File: config.mk
export PLATFORM = sky130hd
export DESIGN_NAME = food_gen
export DESIGN_NICKNAME = d
export VERILOG_FILES = /design/src/rtl/food_gen.sv
export SDC_FILE = /design/constraint.sdc
export NUM_CORES = 1
export LEC_CHECK = 0
export ABC_CLOCK_PERIOD_IN_PS = 5720
export BUFFER_PORTS_ARGS = -buffer_cell sky130_fd_sc_hd__buf_2
export CORE_MARGIN = 2
export CORE_UTILIZATION = 55
export DETAILED_ROUTE_END_ITERATION = 8
export GPL_ROUTABILITY_DRIVEN = 0
export PLACE_DENSITY = 0.92
export RECOVER_POWER = 100
export SYNTH_ARGS = -nofsm -noshare
export SYNTH_HDL_FRONTEND = slang
export SYNTH_SLANG_ARGS = --single-unit
File: constraint.sdc
create_clock -name clk -period 5.72 [get_ports clk]
set_clock_uncertainty 0.1 [all_clocks]
set_input_delay 0.286 -clock clk [delete_from_list [all_inputs] [get_ports clk]]
set_output_delay 0.286 -clock clk [all_outputs]
set_load 0.01 [all_outputs]
File: src/rtl/food_gen.sv
// rtl/food_gen.sv - food placement, eat detection and score for the snake pipeline; FOOD_BLINK_EN adds blinking
module food_gen #(
    parameter int          CELL_SHIFT = 4,
    parameter int          GRID_COLS  = 40,
    parameter int          GRID_ROWS  = 30,
    parameter logic [15:0] LFSR_SEED  = 16'hACE1,
    parameter int          MAX_TRIES  = 64
) (
    input  logic       clk,
    input  logic       rst,
    input  logic       video_on,
    input  logic [9:0] pixel_x,
    input  logic [9:0] pixel_y,
    input  logic [5:0] head_col,
    input  logic [4:0] head_row,
    input  logic       head_valid,
    input  logic       game_over,
    input  logic       frame_tick,
    output logic       food_prnt,
    output logic [5:0] food_col,
    output logic [4:0] food_row,
    output logic       eaten,
    output logic [7:0] score
);

    localparam logic [0:0] SEEK   = 1'b0;
    localparam logic [0:0] PLACED = 1'b1;

    localparam int              TRY_W    = $clog2(MAX_TRIES + 1);
    localparam logic [TRY_W-1:0] TRY_LAST = TRY_W'(MAX_TRIES - 1);
    localparam logic [5:0]      COL_MAX  = 6'(GRID_COLS - 2);
    localparam logic [4:0]      ROW_MAX  = 5'(GRID_ROWS - 2);
    localparam logic [5:0]      COL_MID  = 6'(GRID_COLS / 2);
    localparam logic [4:0]      ROW_MID  = 5'(GRID_ROWS / 2);

    logic [15:0]      lfsr;
    logic             feedback;
    logic [0:0]       state;
    logic [TRY_W-1:0] tries;
    logic [5:0]       candCol;
    logic [4:0]       candRow;
    logic             candLegal;
    logic             headHit;
    logic [9:0]       cellX;
    logic [9:0]       cellY;
    logic             pixHit;
    logic             blinkOn;

    assign feedback  = lfsr[15] ^ lfsr[13] ^ lfsr[12] ^ lfsr[10];
    assign candCol   = lfsr[5:0];
    assign candRow   = lfsr[12:8];
    // Border cells and out-of-grid codes are both rejected here.
    assign candLegal = (candCol != 6'd0) && (candCol <= COL_MAX) &&
                       (candRow != 5'd0) && (candRow <= ROW_MAX);

    assign headHit = (state == PLACED) && head_valid && !game_over &&
                     (head_col == food_col) && (head_row == food_row);

    assign cellX  = pixel_x >> CELL_SHIFT;
    assign cellY  = pixel_y >> CELL_SHIFT;
    assign pixHit = video_on && (state == PLACED) &&
                    (cellX == {4'd0, food_col}) && (cellY == {5'd0, food_row});

`ifdef FOOD_BLINK_EN
    logic [4:0] frameCnt;

    always_ff @(posedge clk or negedge rst) begin
        if (!rst) begin
            frameCnt <= 5'd0;
        end else if (headHit) begin
            frameCnt <= 5'd0;
        end else if (frame_tick) begin
            frameCnt <= frameCnt + 5'd1;
        end
    end

    assign blinkOn = ~frameCnt[4];
`else
    logic unusedTick;

    assign unusedTick = frame_tick;
    assign blinkOn    = 1'b1;
`endif

    always_ff @(posedge clk or negedge rst) begin
        if (!rst) begin
            lfsr      <= LFSR_SEED;
            state     <= SEEK;
            tries     <= '0;
            food_col  <= 6'd0;
            food_row  <= 5'd0;
            eaten     <= 1'b0;
            score     <= 8'd0;
            food_prnt <= 1'b0;
        end else begin
            lfsr      <= {lfsr[14:0], feedback};
            eaten     <= headHit;
            food_prnt <= pixHit & blinkOn;
            case (state)
                SEEK: begin
                    if (candLegal) begin
                        food_col <= candCol;
                        food_row <= candRow;
                        tries    <= '0;
                        state    <= PLACED;
                    end else if (tries == TRY_LAST) begin
                        // Bounded search: fall back to the playfield centre.
                        food_col <= COL_MID;
                        food_row <= ROW_MID;
                        tries    <= '0;
                        state    <= PLACED;
                    end else begin
                        tries <= tries + 1'b1;
                    end
                end
                PLACED: begin
                    if (headHit) begin
                        state <= SEEK;
                        if (score != 8'hFF) begin
                            score <= score + 8'd1;
                        end
                    end
                end
                default: state <= SEEK;
            endcase
        end
    end

endmodule

==> flow_metrics.py <==
metrics = {
    "clocking": {
        "numCtsBuffers": 5,
        "htree_levels": 2,
        "cts_buffer_depth": 2,
        "postCtsSetupBuffers": 0,
        "path_clk_slew_ns": 0.13,
        "clock-sinks": 45,
        "cts_root_buf": "clkbuf_4",
        "cts_resized": 0,
        "cts_tree": "yes",
        "insertion_delay_ns": 0.36,
    },
    "timing": {
        "maxSlewHeadroom_pct": -52.0,
        "timing.fmax_ghz": 0.341,
        "fin_tns_setup_ns": 0,
        "tightest_slew_ns": 2.28,
        "final.period_utilization_pct": 51.3,
        "final_max_slew_viol_count": 54,
        "period_minus_slack_ns": 2.93,
        "rsz0062_at_grt": "no",
        "finalSetupViolCount": 0,
        "fin_ws_ns": 2.79,
        "hold_viol_final": 0,
    },
    "drt": {
        "drt_iter0_drc": 83,
        "viasPerCell": 5.54,
        "drc": 0,
        "ant_nets": 0,
        "post_drt_wl_per_cell_um": 15.4,
        "first_pass_iters": 4,
        "vias": 1441,
        "wirelength_mm": 3.99,
    },
    "finish": {
        "n_antenna_cell": 0,
        "seqCellArea_um2": 1140,
        "area.growth.synth_to_final_pct": 15.6,
        "drive_gt1_share_pct": 18.2,
        "multiInputGateArea_um2": 815,
        "finalNonFillerCells": 260,
        "fin_util_pct": 67.3,
        "nFillCells": 260,
        "nNetsFinal": 252,
    },
    "die": {
        "fp.dieH_um": 64.1,
        "coreArea_um2": 3420,
        "fp.dieW_um": 64.1,
        "die-area_um2": 4110,
        "io-pin-count": 58,
        "core.rowCount": 21,
        "start_util_pct": 58.2,
    },
    "grt": {
        "grt_usage_pct": 22.1,
        "grt.overflow.total": 0,
        "grt_max_degree": 46,
        "grt_pass1_vias": 1472,
        "antenna_found_initial": 0,
        "grt_pass1_wl_mm": 6.80,
    },
    "power": {
        "max-vdd-ir-drop_mv": 0.164,
        "p_leak_nw": 1.12,
        "pwr_density_cell_nw_per_um2": 217,
    },
    "logic_synthesis": {
        "synth_top_cell_by_area": "dfrtp_1",
        "syn_nets": 199,
        "yosysWarnings": 0,
        "synth_area_leaders": "dfrtp_1 47%, dfstp_2 11%, xor2_1 7.1%, xnor2_1 6.6%, o22a_1 2.6%",
        "ys_types": 41,
        "syn_area_um2": 1990,
        "yosysSeqAreaShare_pct": 57.2,
        "synth_top_cell_area_share_pct": 46.6,
        "post_synth.cell_area_avg_um2": 12.4,
        "synth_cells": 160,
        "yosys_register_bits": 45,
    },
    "outcome": {
        "violations": "max-capacitance violations, max-slew violations",
        "status": "complete, but fails checks",
    },
    "placement": {
        "io_buffers": 48,
        "post-place-cells": 251,
        "place_ws_ns": 3.52,
        "dpl.hpwl_mm": 2.93,
    },
    "min_path": {
        "worstHoldEndpoint": "food_prnt$_DFF_PN0_",
        "worstHoldStart": "pixel_y[9]",
        "hold_depth": 4,
        "hold_path.class": "input pin to register",
    },
    "setup_path": {
        "r2r-start": "lfsr[12]$_DFF_PN0_",
        "rrSetupSlack_ns": 2.79,
        "crit_path_end_kind": "register",
        "critPathArrivalTime_ns": 3.09,
        "ff2ff_path_depth": 4,
        "cp.required_ns": 5.87,
        "r2r-end": "food_row[0]$_DFFE_PN0P_",
        "crit_type": "register to register",
        "critPathMaxFanout": 8,
        "start_kind": "register",
    },
    "run": {
        "cap_violations": 2,
    },
}
stage by stage:
| step | hold WS (ns) | area (um^2) | power (W) |
|---|---|---|---|
| 4_1_cts | 0.0753 | 2340 | 0.000504 |
| 5_1_grt | 0.0817 | 2300 | 0.000519 |
| 6_report | 0.0776 | 2300 | 0.000498 |
| 3_5_place_dp | 0.238 | 2270 | 0.000348 |
| 2_1_floorplan | -0.110 | 1990 | 0.000331 |
| 3_3_place_gp | 0.235 | 2270 | 0.000347 |
worst max path at each step:
stage	to	slack, ns	startpoint
after floorplan	food_col[0]$_DFFE_PN0P_	3.88	lfsr[2]$_DFF_PN0_
after global placement	score[1]$_DFFE_PN0P_	3.60	state$_DFF_PN0_
after detailed placement	score[1]$_DFFE_PN0P_	3.52	state$_DFF_PN0_
after CTS	score[1]$_DFFE_PN0P_	3.49	state$_DFF_PN0_
after global routing	food_row[0]$_DFFE_PN0P_	2.58	lfsr[12]$_DFF_PN0_
final	food_row[0]$_DFFE_PN0P_	2.79	lfsr[12]$_DFF_PN0_
per-layer routing:
metal / vias to the layer above / track usage (%) / part of all wire (%)
li1: 686 / - / -
met1: 695 / 28.2 / 46
met2: 55 / 34.2 / 46
met3: 5 / 8.10 / 7.5
met4: 0 / 9.04 / 0.98
met5: - / 0 / 0
power breakdown:
group | switching (W) | internal, W
Clock | 0.0000957 | 0.0000608
Combinational | 0.0000122 | 0.0000113
Sequential | 0 | 0.000318
area by class of cell:
| class | count | area share, % |
|---|---|---|
| Clock buffer | 8 | 2.56 |
| Multi-Input combinational cell | 110 | 35.5 |
| Sequential cell | 45 | 49.5 |
| Timing Repair Buffer | 49 | 9.70 |
| Tap cell | 46 | 2.51 |
| Inverter | 2 | 0.327 |
cell usage after synthesis, drive strengths merged:
cell and instances:
xnor2 15, dfstp 8, o311a 1, o21ai 3
a22o 5, buf 1, mux2i 1, dfrtp 37
nor2 5, or2 3, a31oi 2, nor2b 2
nor4b 1, ha 2, xor2 16, nand2 5
mux2 2, o311ai 1, and3 5, and4b 1
nand3b 2, or3 1, nor3 2, or4 1
nor4 4, inv 2, o22a 6, nand4 5
nand3 8, a22oi 1, a21oi 4, clkbuf 2
a21o 2, a311o 1, o21bai 1, and4 1
nand2b 1
cells by family (layout without fill, tap and decap cells):
family / Yosys count / in the layout / synth area share, %
muxes: 3 / 3 / 1.64
AOI/OAI and AO/OA: 27 / 27 / 11.1
buffers and inverters: 5 / 59 / 1.13
xor gates and xnor gates: 31 / 31 / 13.7
DFF: 45 / 45 / 57.2
adders and majority gates: 2 / 2 / 1.26
and+or+nand+nor: 47 / 47 / 14.0
state kept, by name, indices dropped and copies added, names as in the netlist:
signal     flops
food_col       6
lfsr          16
food_prnt      1
tries          7
eaten          1
state          1
food_row       5
score          8
repair_timing:
item | in CTS | in global routing
setup endpoints to repair | 0 | 0
hold buffers | 1 | 0
hold endpoints to repair | 37 | 0
critical path, cell delays in order (launching register included):
cell and delay, ns:
dfrtp_1 0.47, or2_2 0.33, o311ai_0 1.43, a21oi_4 0.21, o22a_1 0.28
cell usage in the layout, fill, tap and decap left out, types with 2 or more instances in the layout:
| master | netlist | layout |
|---|---|---|
| dfrtp_1 | 37 | 37 |
| buf_2 | 0 | 26 |
| clkbuf_1 | 2 | 24 |
| xor2_1 | 16 | 16 |
| xnor2_1 | 15 | 15 |
| nand3_1 | 8 | 8 |
| o22a_1 | 6 | 6 |
| and3_1 | 5 | 5 |
| nand2_1 | 5 | 5 |
| nand4_1 | 5 | 5 |
| a22o_1 | 5 | 5 |
| clkbuf_4 | 0 | 5 |
| dfstp_1 | 0 | 5 |
| nor4_1 | 3 | 4 |
| nor2_1 | 4 | 4 |
| a21oi_1 | 3 | 3 |
| o21ai_0 | 3 | 3 |
| dfstp_2 | 8 | 3 |
| nand3b_1 | 2 | 2 |
| nor3_1 | 2 | 2 |
| or2_2 | 2 | 2 |
| nor2b_1 | 2 | 2 |
| a21o_1 | 2 | 2 |
| inv_1 | 2 | 2 |
| mux2_1 | 2 | 2 |
| a31oi_1 | 2 | 2 |
| ha_1 | 2 | 2 |
(Power assumes the default switching activity.)
